### src/rtl/gray_pkg.sv
// gray_pkg: Gray/binary conversion helpers and handshake FSM state type
// shared by the Gray-code counter.
`default_nettype none

package gray_pkg;

    localparam int GRAY_MAX_W = 32;

    typedef enum logic [1:0] {
        IDLE  = 2'd0,
        VALID = 2'd1,
        HOLD  = 2'd2
    } gray_state_e;

    // Zero-extended operands are safe: the top Gray bit becomes b[W-1] ^ 0.
    function automatic logic [GRAY_MAX_W-1:0] bin2gray(input logic [GRAY_MAX_W-1:0] b);
        return b ^ (b >> 1);
    endfunction

    function automatic logic [GRAY_MAX_W-1:0] gray2bin(input logic [GRAY_MAX_W-1:0] g);
        logic [GRAY_MAX_W-1:0] b;
        b[GRAY_MAX_W-1] = g[GRAY_MAX_W-1];
        for (int i = GRAY_MAX_W - 2; i >= 0; i--) begin
            b[i] = b[i+1] ^ g[i];
        end
        return b;
    endfunction

endpackage : gray_pkg

`default_nettype wire

### src/rtl/gray_code_counter.sv
// ============================================================================
// gray_code_counter: registered Gray-code up/down counter with valid/ready
// output handshake. Optional macro GRAY_SATURATE_EN clamps at the ends.
// Revision: 1.0
// ============================================================================
`default_nettype none

module gray_code_counter
    import gray_pkg::*;
#(
    parameter int WIDTH    = 3,
    parameter int INIT_BIN = 0
) (
    input  logic             clk,
    input  logic             rst,
    input  logic             en,
    input  logic             up,
    input  logic             load,
    input  logic [WIDTH-1:0] load_bin,
    input  logic             g_ready,
    output logic [WIDTH-1:0] g_out,
    output logic             g_valid,
    output logic             tc
);

    localparam logic [WIDTH-1:0] C_INIT     = WIDTH'(INIT_BIN);
    localparam logic [WIDTH-1:0] C_ALL_ONES = '1;
    localparam logic [WIDTH-1:0] C_ZERO     = '0;

    gray_state_e      r_state;
    gray_state_e      w_state_next;
    logic [WIDTH-1:0] r_bin;
    logic [WIDTH-1:0] r_gray;
    logic             r_tc;

    logic             w_valid;
    logic             w_accept;
    logic             w_free;
    logic             w_req;
    logic             w_update;
    logic             w_at_end;
    logic [WIDTH-1:0] w_bin_next;
    logic             w_tc_next;

    // State register; bin, Gray code and tc only move on an accepted update.
    always_ff @(posedge clk) begin
        if (rst) begin
            r_state <= IDLE;
            r_bin   <= C_INIT;
            r_gray  <= WIDTH'(bin2gray(GRAY_MAX_W'(C_INIT)));
            r_tc    <= 1'b0;
        end else begin
            r_state <= w_state_next;
            r_tc    <= w_tc_next;
            if (w_update) begin
                r_bin  <= w_bin_next;
                r_gray <= WIDTH'(bin2gray(GRAY_MAX_W'(w_bin_next)));
            end
        end
    end

    // Next-state and datapath decision.
    always_comb begin
        w_accept   = w_valid & g_ready;
        w_free     = ~w_valid | w_accept;
        w_req      = load | en;
        w_update   = w_free & w_req;
        w_at_end   = up ? (r_bin == C_ALL_ONES) : (r_bin == C_ZERO);
        w_tc_next  = w_update & ~load & en & w_at_end;

        w_bin_next = r_bin;
        if (load) begin
            w_bin_next = load_bin;
        end else if (en) begin
`ifdef GRAY_SATURATE_EN
            if (!w_at_end) begin
                w_bin_next = up ? r_bin + 1'b1 : r_bin - 1'b1;
            end
`else
            w_bin_next = up ? r_bin + 1'b1 : r_bin - 1'b1;
`endif
        end

        w_state_next = IDLE;
        case (r_state)
            IDLE: begin
                w_state_next = w_req ? VALID : IDLE;
            end
            VALID, HOLD: begin
                if (!g_ready) begin
                    w_state_next = HOLD;
                end else if (w_req) begin
                    w_state_next = VALID;
                end else begin
                    w_state_next = IDLE;
                end
            end
            default: begin
                w_state_next = IDLE;
            end
        endcase
    end

    // Outputs: g_out and tc come straight from flops.
    always_comb begin
        w_valid = (r_state != IDLE);
        g_valid = w_valid;
        g_out   = r_gray;
        tc      = r_tc;
    end

endmodule : gray_code_counter

`default_nettype wire

### config.mk
export PLATFORM = sky130hd
export DESIGN_NAME = gray_code_counter
export DESIGN_NICKNAME = d
export VERILOG_FILES = /design/src/rtl/gray_pkg.sv /design/src/rtl/gray_code_counter.sv
export SDC_FILE = /design/constraint.sdc
export NUM_CORES = 1
export LEC_CHECK = 0
export BUFFER_PORTS_ARGS = -buffer_cell sky130_fd_sc_hd__buf_2
export CORE_AREA = 2 2 39 41
export CTS_CLUSTER_DIAMETER = 50
export DETAILED_ROUTE_END_ITERATION = 16
export DIE_AREA = 0 0 41 43
export HOLD_SLACK_MARGIN = 0.15
export SLEW_MARGIN = 10
export SYNTH_ARGS = -nofsm -noshare
export SYNTH_HDL_FRONTEND = slang
export SYNTH_SLANG_ARGS = --single-unit
### constraint.sdc
create_clock -name clk -period 2.12 [get_ports clk]
set_input_delay 0.424 -clock clk [delete_from_list [all_inputs] [get_ports clk]]
set_output_delay 0.424 -clock clk [all_outputs]
set_load 0.02 [all_outputs]
==> impl_metrics.py, run 1 <==
metrics = {
    "setup_path": {
        "worstReg2RegEnd": "g_out[1]$_SDFFE_PP0P_",
        "cp.required_ps": 2290,
        "cp_cell_sequence": "fa_1 > mux2_4 > mux2i_1 > nand3_1 > a31oi_1",
        "critPathLaunchType": "flop",
        "r2r_slack_ps": 450,
        "cp.arrival_ps": 1840,
        "cp_max_fo": 5,
        "rr_worst_depth": 5,
        "crit_path_end_kind": "flop",
        "crit_type": "reg -> reg",
        "crit_slowest_cell": "fa_1",
        "r2r_start": "r_bin[0]$_SDFFE_PP0P_",
        "crit_path_max_incr_delay_ps": 470,
    },
    "detailed_routing": {
        "drtAntennaViolNets": 0,
        "vias_per_cell": 5.05,
        "first_pass_iters": 4,
        "routed_wl_um": 976,
        "first_iter_violations": 9,
        "drc": 0,
        "route.vias.total": 444,
        "wl_per_cell_um": 11.1,
    },
    "clock_tree": {
        "clock-root-buffer": "clkbuf_4",
        "ctsHoldBuffers": 0,
        "clk_latency_ps": 240,
        "cts_tree": "yes",
        "cts_sinks": 8,
        "clk_pin_slew_ps": 50,
        "post_cts_resized": 0,
        "cts_setup_buffers": 0,
        "cts_buffers": 3,
        "htree_levels": 1,
        "clk_path_buf_depth": 2,
    },
    "sta": {
        "fin_crit_sh_pct": 78.8,
        "worst_hold_slack_ps": 399,
        "worst_pin_slew_ps": 271,
        "worst_slack_ps": 450,
        "rsz0062_at_grt": "false",
        "finalCriticalPeriod_ps": 1670,
        "max_freq_ghz": 0.599,
        "final_hold_viol_count": 0,
        "slew_headroom_pct": 82.0,
        "report.final.slew_viol_count": 0,
        "skew_ps": 0.540,
        "setup_viol": 0,
        "final.setup.tns_ps": 0,
    },
    "floorplanning": {
        "start_util_pct": 36.8,
        "fp-row-count": 14,
        "dieArea_sq_um": 1760,
        "die-height_um": 43,
        "ios": 14,
        "core-area_sq_um": 1380,
        "die_x_um": 41,
    },
    "synth": {
        "synth_top_cell_area_share_pct": 31.4,
        "synth_ff_type": "dfxtp_1",
        "seq_area_frac_synth_pct": 31.4,
        "synthAdderAreaFrac_pct": 8.85,
        "yosysMostFrequentCell": "nand2_1",
        "synth-xor-area-share_pct": 3.44,
        "synth_compound_area_share_pct": 15.0,
        "synth-simple-area-share_pct": 24.8,
        "ys_warn_count": 0,
        "avgSynthCellArea_sq_um": 8.49,
        "synth-edff-count": 0,
        "synthArstFlopShare_pct": 0,
        "synth_top_area_cell": "dfxtp_1",
        "synthesis.nets": 72,
        "synth_mux_area_share_pct": 6.88,
        "synth.distinct_cells": 28,
        "synth_commonest_cells": "nand2_1 (9), dfxtp_1 (8), a21oi_1 (7)",
        "syn-cell-area_sq_um": 509,
        "syn-instance-count": 60,
        "synth_area_leaders": "dfxtp_1 (31%), a21oi_1 (6.9%), nand2_1 (6.6%)",
        "synth_seq_cells": 8,
        "synth_top_family_by_area": "simple AND/OR/NAND/NOR gates",
    },
    "global_route": {
        "grtUsageMet1_pct": 20.1,
        "grt_overflow": 0,
        "grt_pass1_wl_mm": 1.56,
        "grt_max_degree": 13,
        "grt_use_met3_pct": 2.09,
        "grt_pass1_vias": 379,
        "global_route.usage.met2_pct": 16.6,
        "antenna_found_initial": 0,
        "grt-busiest-layer": "met1",
        "grtUsageTotal_pct": 13.4,
    },
    "final_layout": {
        "n_antenna_cell": 0,
        "fin_nets": 86,
        "fillers": 140,
        "final_util_pct": 42.1,
        "drive_above_1_share_pct": 27.8,
        "synthToLayoutAreaGrowth_pct": 14.5,
    },
    "worst_hold_path": {
        "hold_path_class": "in -> reg",
        "hold_start": "g_ready",
        "hold_depth": 2,
        "hold_end": "r_state[1]$_SDFF_PP0_",
    },
    "status": {
        "outcome": "finished clean",
    },
    "pwr": {
        "powerDensity_nw_per_um2": 692,
        "peakVddDrop_uv": 307,
        "leakage_nw": 0.262,
    },
    "placed_design": {
        "io_buffer_count": 13,
        "dpl.hpwl_um": 757,
        "dp_slack_ps": 217,
        "routabilityCongestion": 0.787,
    },
    "flow_run": {
        "drv_cap": 0,
    },
}
-- registers in the layout, summed over array words and instances (netlist names) --
signal / count
g_out: 2
tc: 1
r_state: 2
r_bin: 3
-- critical path: cells and delay by family, from the launching register on --
kind	cells	cell delay, ps
compound gates	1	180
fa+ha+maj	1	470
flops	1	430
mux	2	420
simple gates	1	100
-- layer usage --
layer | share of wire (%) | vias to the layer above
met4 | 0.82 | 0
met3 | 5.0 | 2
met5 | 0 | -
li1 | - | 236
met1 | 49 | 198
met2 | 45 | 8
-- layout make-up --
cell class / count / area, sq um / area share [%]
timing repair buffer: 13 / 65.1 / 11.2
sequential: 8 / 160 / 27.5
multi-input combinational: 44 / 300 / 51.5
tap: 16 / 20.0 / 3.43
clock buffer: 3 / 22.5 / 3.86
inverter: 4 / 15.0 / 2.58
-- where the power goes --
part	switching [W]	internal, W	total, W
registers	0.0000129	0.000165	0.000178
logic	0.0000652	0.0000515	0.000117
clock network	0.0000444	0.0000643	0.000109
total	0.000122	0.000281	0.000403
-- cells in the final DEF (no fill, tap or decap), types with 2 or more instances in the layout --
cell,count
inv_1,4
nand2_1,9
buf_2,13
xnor2_1,2
ha_1,2
dfxtp_1,8
mux2i_1,2
a21oi_1,7
nor2_1,4
nand3_1,2
clkbuf_4,3
-- cells by family after synthesis --
kind of cell,count (synthesis)
adders and majority gates,3
AOI/OAI and AO/OA,12
DFF,8
muxes,3
buffers and inverters,8
and+or+nand+nor,24
xor gates and xnor gates,2
-- stage by stage --
stage	total power (W)	cells	instance area, sq um
finish	0.000403	88	583
global route	0.000432	88	583
CTS	0.000413	88	583
detailed placement	0.000298	85	561
global placement	0.000297	85	561
floorplan	0.000271	60	509
-- how the worst max path moves through the flow --
stage                                        to                  start  slack, ps
after floorplan           g_out[0]$_SDFFE_PP0P_                     up        460
after global placement    g_out[1]$_SDFFE_PP0P_                     up        230
after detailed placement  g_out[0]$_SDFFE_PP0P_                     up        220
after CTS                 g_out[1]$_SDFFE_PP0P_  r_bin[0]$_SDFFE_PP0P_        430
after global routing      g_out[1]$_SDFFE_PP0P_  r_bin[0]$_SDFFE_PP0P_        320
final                     g_out[1]$_SDFFE_PP0P_  r_bin[0]$_SDFFE_PP0P_        450
Power figures use the tool's default switching activity.
==> run 2: changes to the inputs <==
- clock period: 2.12 -> 1.36 ns (I/O delays scaled with it)
==> run 2 against run 1 <==
Against the previous run:
- the run now ends with negative setup slack left
- sequential power is 54% higher
- via count is 11% higher
- core utilization is 8.3 points higher
- register-to-register slack worse by 610 ps
- clock skew is 4.3 ps higher
- count of clock-buffer cells in the layout stayed put
- sequential share of layout area is 3.8 points lower
- cell area is 20% higher
- non-clock buffer count is 9 higher
- fmax is 9.8% higher
- clock power is 62% higher
- largest cell class unchanged
==> impl_metrics.py, run 2 (same netlist as run 1, synthesis figures left out) <==
metrics = {
    "status": {
        "outcome": "finished with violations",
        "violations": "negative setup slack",
    },
    "sta": {
        "finalCriticalPeriod_ps": 1520,
        "max_freq_ghz": 0.658,
        "worst_slack_ps": -161,
        "slew_headroom_pct": 82.9,
        "final_hold_viol_count": 0,
        "worst_pin_slew_ps": 253,
        "fin_crit_sh_pct": 112,
        "skew_ps": 4.82,
        "report.final.slew_viol_count": 0,
        "setup_viol": 4,
        "rsz0062_at_grt": "true",
    },
    "clock_tree": {
        "ctsHoldBuffers": 0,
        "cts_sinks": 8,
        "clock-root-buffer": "clkbuf_4",
        "clk_latency_ps": 250,
        "cts_buffers": 3,
        "cts_tree": "yes",
        "clk_path_buf_depth": 2,
        "htree_levels": 1,
        "clk_pin_slew_ps": 50,
    },
    "setup_path": {
        "cp_max_fo": 2,
        "crit_path_end_kind": "flop",
        "crit_type": "reg -> reg",
        "critPathBufInv": 0,
        "critPathLaunchType": "flop",
        "rr_worst_depth": 5,
        "cp_cell_sequence": "fa_2 > mux2_4 > mux2i_1 > nand3_1 > a31oi_1",
        "r2r_start": "r_bin[1]$_SDFFE_PP0P_",
        "cp.arrival_ps": 1700,
        "crit_slowest_cell": "fa_2",
        "worstReg2RegEnd": "g_out[1]$_SDFFE_PP0P_",
        "crit_family": "adder cells",
        "cp.required_ps": 1540,
        "r2r_slack_ps": -160,
        "crit_path_max_incr_delay_ps": 450,
    },
    "pwr": {
        "peakVddDrop_uv": 573,
        "p_int_w": 0.000488,
        "power_frac_comb_pct": 36.2,
        "powerDensity_nw_per_um2": 1010,
        "switching_share_pct": 31.1,
        "power.switching_w": 0.000220,
        "leakage_nw": 0.316,
        "power_frac_seq_pct": 38.8,
        "totalPowerFinal_w": 0.000708,
        "power_frac_clock_pct": 25.0,
    },
    "global_route": {
        "grt_pass1_vias": 431,
        "antenna_found_initial": 0,
        "grt_pass1_wl_mm": 1.82,
        "grt_max_degree": 13,
        "grtUsageTotal_pct": 15.4,
        "grt_overflow": 0,
    },
    "placed_design": {
        "post_dp_cell_area_sq_um": 614,
        "dpl.hpwl_um": 835,
        "routabilityCongestion": 0.757,
        "io_buffer_count": 13,
    },
    "final_layout": {
        "mostFrequentLayoutCell": "buf_2",
        "layout_common_cells": "buf_2 (12), nand2_1 (9), buf_4 (8)",
        "multiInputGateArea_sq_um": 333,
        "synthToLayoutAreaGrowth_pct": 37.1,
        "largest-register": "r_bin",
        "final_util_pct": 50.5,
        "final_cell_area_sq_um": 698,
        "n_antenna_cell": 0,
        "largest_register_ffs": 3,
        "ff_latch_area_sq_um": 165,
        "drive_above_1_share_pct": 49.4,
        "fin_nets": 95,
        "fillers": 130,
    },
    "detailed_routing": {
        "drtAntennaViolNets": 0,
        "routed_wl_mm": 1.13,
        "first_iter_violations": 3,
        "wl_per_cell_um": 11.6,
        "route.vias.total": 492,
        "first_pass_iters": 4,
        "drc": 0,
        "vias_per_cell": 5.07,
    },
    "worst_hold_path": {
        "hold_path_class": "in -> reg",
        "hold_end": "r_state[1]$_SDFF_PP0_",
        "hold_depth": 2,
        "hold_start": "g_ready",
    },
    "floorplanning": {
        "die-height_um": 43,
        "die_x_um": 41,
        "ios": 14,
        "dieArea_sq_um": 1760,
        "core-area_sq_um": 1380,
        "fp-row-count": 14,
        "start_util_pct": 36.8,
    },
    "flow_run": {
        "drv_cap": 0,
    },
}
-- run 2: changes by cell type in the layout (fill, tap and decap cells not counted), sizes merged --
cell | before | now
buf | 13 | 22
-- run 2: stage by stage --
step                      TNS (ps)  cells  worst slack [ps]  hold slack [ps]
after floorplan               -342     60              -135              349
after global placement       -1160     92              -340              460
after detailed placement     -1140     92              -338              456
after CTS                     -633     96              -201              232
after global routing          -779     97              -241              244
final                         -502     97              -161              233
-- run 2: cell type report --
cell class | instances | area share, %
repair buffers | 22 | 20.4
inverters | 4 | 2.15
flip-flops and latches | 8 | 23.7
clock buffers | 3 | 3.23
multi-input cells | 44 | 47.7
well taps | 16 | 2.87
-- run 2: layer usage --
layer	GRT usage (%)	vias to the layer above	part of all wire [%]
met5	0	-	0
met4	10.0	0	1.2
met1	22.2	231	47
li1	-	250	-
met2	20.0	9	47
met3	3.14	2	4.2
-- run 2: worst max path at each step --
| stage | cells after the start | from | to | slack, ps |
|---|---|---|---|---|
| 6_report | 5 | r_bin[1]$_SDFFE_PP0P_ | g_out[1]$_SDFFE_PP0P_ | -160 |
| 2_1_floorplan | 6 | up | g_out[0]$_SDFFE_PP0P_ | -130 |
| 3_3_place_gp | 7 | up | g_out[1]$_SDFFE_PP0P_ | -340 |
| 4_1_cts | 5 | r_bin[1]$_SDFFE_PP0P_ | g_out[0]$_SDFFE_PP0P_ | -200 |
| 5_1_grt | 5 | r_bin[1]$_SDFFE_PP0P_ | g_out[1]$_SDFFE_PP0P_ | -240 |
| 3_5_place_dp | 8 | up | g_out[1]$_SDFFE_PP0P_ | -340 |
-- run 2: power groups by stage --
stage	clock [W]	sequential [W]	combinational (W)
finish	0.000177	0.000275	0.000256
global route	0.000190	0.000278	0.000282
CTS	0.000180	0.000275	0.000237
detailed placement	0	0.000278	0.000216
global placement	0	0.000277	0.000215
floorplan	0	0.000289	0.000134
-- run 2: what timing repair did --
action                     in CTS  in global routing
pin swaps                       7                  3
setup buffers                   1                  1
setup endpoints to repair       5                  5
resized for setup               9                  5
